`config.mk`:
```
export PLATFORM = sky130hd
export DESIGN_NAME = rr_mux_arbiter
export DESIGN_NICKNAME = d
export VERILOG_FILES = /design/src/rtl/rr_mux_arbiter_pkg.sv /design/src/rtl/rr_mux_arbiter_mux.sv /design/src/rtl/rr_mux_arbiter.sv
export SDC_FILE = /design/constraint.sdc
export NUM_CORES = 1
export LEC_CHECK = 0
export ABC_AREA = 1
export BUFFER_PORTS_ARGS = -buffer_cell sky130_fd_sc_hd__buf_2
export CAP_MARGIN = 20
export CORE_MARGIN = 2
export CORE_UTILIZATION = 25
export CTS_CLUSTER_DIAMETER = 60
export DETAILED_ROUTE_END_ITERATION = 16
export GPL_ROUTABILITY_DRIVEN = 0
export PLACE_DENSITY = 0.53
export SLEW_MARGIN = 10
export SYNTH_ARGS = -nofsm -noshare
export SYNTH_HDL_FRONTEND = slang
export SYNTH_SLANG_ARGS = --single-unit
export TNS_END_PERCENT = 100
```
`constraint.sdc`:
```
create_clock -name clk -period 5.66 [get_ports clk]
set_clock_uncertainty 0.15 [all_clocks]
set_input_delay 0.283 -clock clk [delete_from_list [all_inputs] [get_ports clk]]
set_output_delay 0.283 -clock clk [all_outputs]
set_load 0.005 [all_outputs]
```
`src/rtl/rr_mux_arbiter_pkg.sv`:
```
// rtl/rr_mux_arbiter_pkg.sv - shared state encodings and sizes for the round-robin mux arbiter
package rr_mux_arbiter_pkg;

    localparam int NUM_REQ = 4;

    typedef enum logic [1:0] {
        ST_IDLE    = 2'd0,
        ST_GRANT   = 2'd1,
        ST_BACKOFF = 2'd2
    } state_t;

endpackage

```
`src/rtl/rr_mux_arbiter_mux.sv`:
```
// rtl/rr_mux_arbiter_mux.sv - 4-input, 4-bit multiplexer shared by the arbiter's requesters
module rr_mux_arbiter_mux (
    input  logic [3:0] a,
    input  logic [3:0] b,
    input  logic [3:0] c,
    input  logic [3:0] d,
    input  logic [1:0] sel,
    output logic [3:0] y
);

    // plain 4:1 selection of the requester data
    always_comb begin
        y = a;
        case (sel)
            2'd0: y = a;
            2'd1: y = b;
            2'd2: y = c;
            2'd3: y = d;
            default: y = a;
        endcase
    end

endmodule

```
`src/rtl/rr_mux_arbiter.sv`:
```
// rtl/rr_mux_arbiter.sv - round-robin arbiter with hold timeout driving the shared result mux
module rr_mux_arbiter
    import rr_mux_arbiter_pkg::*;
#(
    parameter int MAX_HOLD = 16,
    parameter int CNT_W    = 5
) (
    input  logic       clk,
    input  logic       reset,
    input  logic [3:0] req,
    input  logic [3:0] A,
    input  logic [3:0] B,
    input  logic [3:0] C,
    input  logic [3:0] D,
    output logic [3:0] grant,
    output logic [1:0] select,
    output logic       valid,
    output logic [3:0] y,
    output logic       timeout
);

    // Returns {found, index}: first set bit of r scanning p, p+1, p+2, p+3 (mod 4).
    function automatic logic [2:0] rr_pick(input logic [3:0] r, input logic [1:0] p);
        logic [2:0] res;
        logic [1:0] idx;
        res = 3'b000;
        // scan from the far end so the nearest candidate is written last and wins
        for (int k = NUM_REQ - 1; k >= 0; k--) begin
            idx = p + 2'(k);
            if (r[idx]) begin
                res = {1'b1, idx};
            end
        end
        return res;
    endfunction

    state_t           state;
    state_t           state_n;
    logic [1:0]       ptr;
    logic [1:0]       ptr_n;
    logic [1:0]       owner_n;
    logic [CNT_W-1:0] hold_cnt;
    logic [CNT_W-1:0] cnt_n;
    logic             timeout_n;
    logic [2:0]       pick;
    logic [3:0]       mux_y;

    // next-state: arbitration from idle/backoff, hold accounting and release/timeout handling
    always_comb begin
        state_n   = state;
        ptr_n     = ptr;
        owner_n   = select;
        cnt_n     = hold_cnt;
        timeout_n = 1'b0;
        pick      = rr_pick(req, ptr);
        case (state)
            ST_IDLE, ST_BACKOFF: begin
                if (pick[2]) begin
                    state_n = ST_GRANT;
                    owner_n = pick[1:0];
                    cnt_n   = '0;
                end else begin
                    state_n = ST_IDLE;
                end
            end
            ST_GRANT: begin
                if (req[select]) begin
                    if (hold_cnt == CNT_W'(MAX_HOLD - 1)) begin
                        state_n   = ST_BACKOFF;
                        timeout_n = 1'b1;
                        ptr_n     = select + 2'd1;
                        cnt_n     = '0;
                    end else begin
                        cnt_n = hold_cnt + CNT_W'(1);
                    end
                end else begin
                    // released owner is masked out and the scan starts just past it
                    ptr_n = select + 2'd1;
                    pick  = rr_pick(req & ~(4'b0001 << select), select + 2'd1);
                    cnt_n = '0;
                    if (pick[2]) begin
                        owner_n = pick[1:0];
                    end else begin
                        state_n = ST_IDLE;
                    end
                end
            end
            default: begin
                state_n = ST_IDLE;
                cnt_n   = '0;
            end
        endcase
    end

    // state register plus registered grant/select/valid/timeout outputs
    always_ff @(posedge clk or posedge reset) begin
        if (reset) begin
            state    <= ST_IDLE;
            ptr      <= 2'd0;
            hold_cnt <= '0;
            select   <= 2'd0;
            grant    <= 4'b0000;
            valid    <= 1'b0;
            timeout  <= 1'b0;
        end else begin
            state    <= state_n;
            ptr      <= ptr_n;
            hold_cnt <= cnt_n;
            select   <= owner_n;
            grant    <= (state_n == ST_GRANT) ? (4'b0001 << owner_n) : 4'b0000;
            valid    <= (state_n == ST_GRANT);
            timeout  <= timeout_n;
        end
    end

    rr_mux_arbiter_mux u_mux (
        .a   (A),
        .b   (B),
        .c   (C),
        .d   (D),
        .sel (select),
        .y   (mux_y)
    );

    // the bus is quiet whenever nobody owns it
    always_comb begin
        y = valid ? mux_y : 4'h0;
    end

endmodule
```
==> reports/results.tsv <==
stage	metric	value	unit
cts	worst skew pair latency	0.25	ns
global_route	first-pass GRT wire length	5870	microns
global_route	pin count of the biggest net entering global routing	18	
floorplanning	die width	78.8	microns
cts	clk slew on worst S/H paths	0.07	ns
setup_path	worst path arrival time	2.66	ns
drt	First-pass DRT Iterations	4	
power_and_ir_drop	Design Power	0.00100	W
setup_path	Crit Path Max Fanout	16	
synth	Synth top area share	0.304	
worst_hold_path	type of the most critical hold path	reg -> reg	
layout	nets	262	
synth	Warnings, synthesis	0	
synth	Post-Synth Adder-Cell Area	0.0447	
synth	Mapped Nets	225	
timing	final setup vio count	0	
synth	most common cell in the netlist	nand2_1	
placement	placed insts	301	
cts	Root Driver	clkbuf_8	
timing	worst slew pin tran	0.637	ns
synth	Yosys cell types	27	
synth	top area cells in the synthesized netlist	dfrtp_1 (30%), nand2_1 (16%), nand3_1 (7.1%)	
power_and_ir_drop	power density over the cells	595	nW/um^2
layout	Syn-to-layout area delta	20.6	%
drt	DRC errors left	0	
timing	period utilisation layout	0.473	
drt	vias per inst	4.31	
global_route	vias in the first global route	1352	
cts	TritonCTS buffer count	3	
synth	ys async rst share	1.00	
synth	Avg Inst Size Synth	7.07	sq um
timing	setup_tns	0	ns
drt	routed via count	1318	
setup_path	WS Path Type	reg -> reg	
floorplanning	Die H	78.8	microns
timing	headroom to the max-slew limit	0.575	
synth	EDFF count, synth	0	
synth	synthesized instance count	198	
drt	initial DRC count	66	
synth	Seq/Total Area, Yosys	0.304	
timing	unrepaired setup endpoints after global routing	no	
floorplanning	# rows	27	
drt	Routed WL	3280	microns
synth	Yosys reg bits	17	
timing	max-slew violation count	0	
synth	Yosys top cell by area	dfrtp_1	
outcome	status	finished, final reports clean	
timing	Fin. Hold Viols	0	
power_and_ir_drop	Leak	0.873	nW
floorplanning	CORE AREA	5470	sq um
cts	CTS H-Tree Depth	1	
setup_path	Critical Path Start Type	flop	
synth	Synth Area in Compound Gates	0.125	
layout	ANT cells	0	
job	maximum capacitance violations	0	
global_route	gr ovfl total	0	
placement	DP Area	1630	sq um
synth	Mapped Area	1400	sq um
cts	clock buffer depth	2	
global_route	initial antenna violation count	0	
floorplanning	I/O pin count	34	
global_route	GRT Util Overall	0.116	
cts	setup bufs post-CTS	0	
timing	maximum clock rate	373	MHz
synth	mux cell area share after synthesis	0	
power_and_ir_drop	Worst IR Drop VDD	0.213	mV
cts	CTS tree	done	
synth	simple-gate portion of the synthesized area	0.414	
synth	largest family of logic cells by synthesized area	simple AND/OR/NAND/NOR gates	
timing	crit path time final	2.68	ns
timing	setup ws final	2.98	ns
placement	pre-CTS setup slack	2.98	ns
layout	share of cells above drive strength 1	0.316	
layout	Final Cell Area	1690	sq um
cts	clk sinks	17	
cts	PostCTS Resize Cnt	0	
synth	commonest cells in the netlist	nand2_1 (59), nand3_1 (20), dfrtp_1 (17)	
floorplanning	die footprint	6210	sq um
drt	Post-DRT Antenna Nets	0	
drt	drt wl/cell	10.7	microns
placement	dpl hpwl	2730	microns
synth	synthesized-area fraction occupied by xor and xnor cells	0.0304	
setup_path	Worst setup EP type	flop	
setup_path	Worst Path Required	5.64	ns
layout	non-filler cells, final	306	
setup_path	reg-to-reg setup timing slack	2.98	ns
placement	Port Buf Inserts	33	
synth	Top FF cell, synth	dfrtp_1	
floorplanning	Initial Util	0.256	
-- critical path, cell delays in order, from the launching register on --
cell and delay [ns]:
dfrtp_1 0.71, inv_2 0.19, ha_1 0.32, inv_1 0.17, nand3_1 0.11, nand2_2 0.12
nand2_1 0.07, nand3_1 0.07, nand3_1 0.07, nand3_1 0.07, nand2_1 0.06, nand2_1 0.13
nand2_1 0.07, nor2_1 0.17, nor2_1 0.08
-- final cells by class --
| cell class | count | area (sq um) |
|---|---|---|
| fill | 609 | 3780 |
| multi-input combinational | 155 | 860 |
| sequential | 17 | 425 |
| timing repair buffer | 34 | 175 |
| inverter | 24 | 92.6 |
| tap | 72 | 90.1 |
| clock buffer | 4 | 45.0 |
-- timing repair --
item,in CTS,in global routing
hold endpoints to repair,17,0
endpoints found under the setup margin,0,0
hold buffers,1,0
-- registers in the layout, summed over array words and instances, names as in the netlist --
signal,cells
grant,4
hold_cnt,5
ptr,2
select,2
state,2
timeout,1
valid,1
-- per-layer routing --
layer / vias up / GRT usage / wire [microns]
li1: 714 / - / -
met1: 596 / 0.153 / 1580
met2: 6 / 0.198 / 1640
met3: 2 / 0.0250 / 50
met4: 0 / 0.0207 / 11
met5: - / 0 / 0
-- report_power, final --
group | internal (W) | switching (W)
combinational | 0.000262 | 0.000431
clock | 0.0000499 | 0.0000398
sequential | 0.000162 | 0.0000595
total | 0.000474 | 0.000530
-- cells in the final DEF (no fill, tap or decap) --
| cell | instances |
|---|---|
| a21oi_1 | 6 |
| inv_4 | 1 |
| nand3b_4 | 1 |
| nand3_2 | 4 |
| buf_2 | 33 |
| nor2_1 | 9 |
| nand2_2 | 14 |
| dfrtp_1 | 17 |
| clkbuf_1 | 1 |
| xor2_2 | 1 |
| ha_1 | 5 |
| o211ai_2 | 1 |
| nand3_1 | 20 |
| nor2_4 | 2 |
| nor3_2 | 1 |
| xnor2_1 | 2 |
| nand4_1 | 1 |
| a21oi_2 | 2 |
| xor2_1 | 1 |
| dlygate4sd3_1 | 1 |
| nand2_4 | 1 |
| a31oi_1 | 4 |
| clkbuf_8 | 3 |
| inv_1 | 16 |
| inv_2 | 7 |
| nand3b_1 | 1 |
| o211ai_1 | 2 |
| o21ai_0 | 15 |
| nor2_2 | 3 |
| nand2_1 | 59 |
-- cells by family after synthesis --
logic type	count (synthesis)
and+or+nand+nor	116
AOI/OAI and AO/OA	30
buffers and inverters	26
DFF	17
adders and majority gates	5
xor gates and xnor gates	4
-- worst paths after layout --
check	depth (start not counted)	endpoint	from
setup / recovery	14	grant[3]	select[0]
hold / removal	2	hold_cnt[1]	hold_cnt[1]
setup reg to reg	14	grant[3]	select[0]
hold reg to reg	2	hold_cnt[1]	hold_cnt[1]
max in group asynchronous	3	grant[0]	reset
min in group asynchronous	3	hold_cnt[3]	reset
-- per-stage QoR --
stage               utilization  hold slack [ns]
floorplan                     -           0.0591
global placement          0.298            0.273
detailed placement        0.298            0.263
CTS                       0.308            0.375
global route              0.308            0.391
finish                    0.308            0.374
No activity file was read; power rests on OpenSTA's default activity.
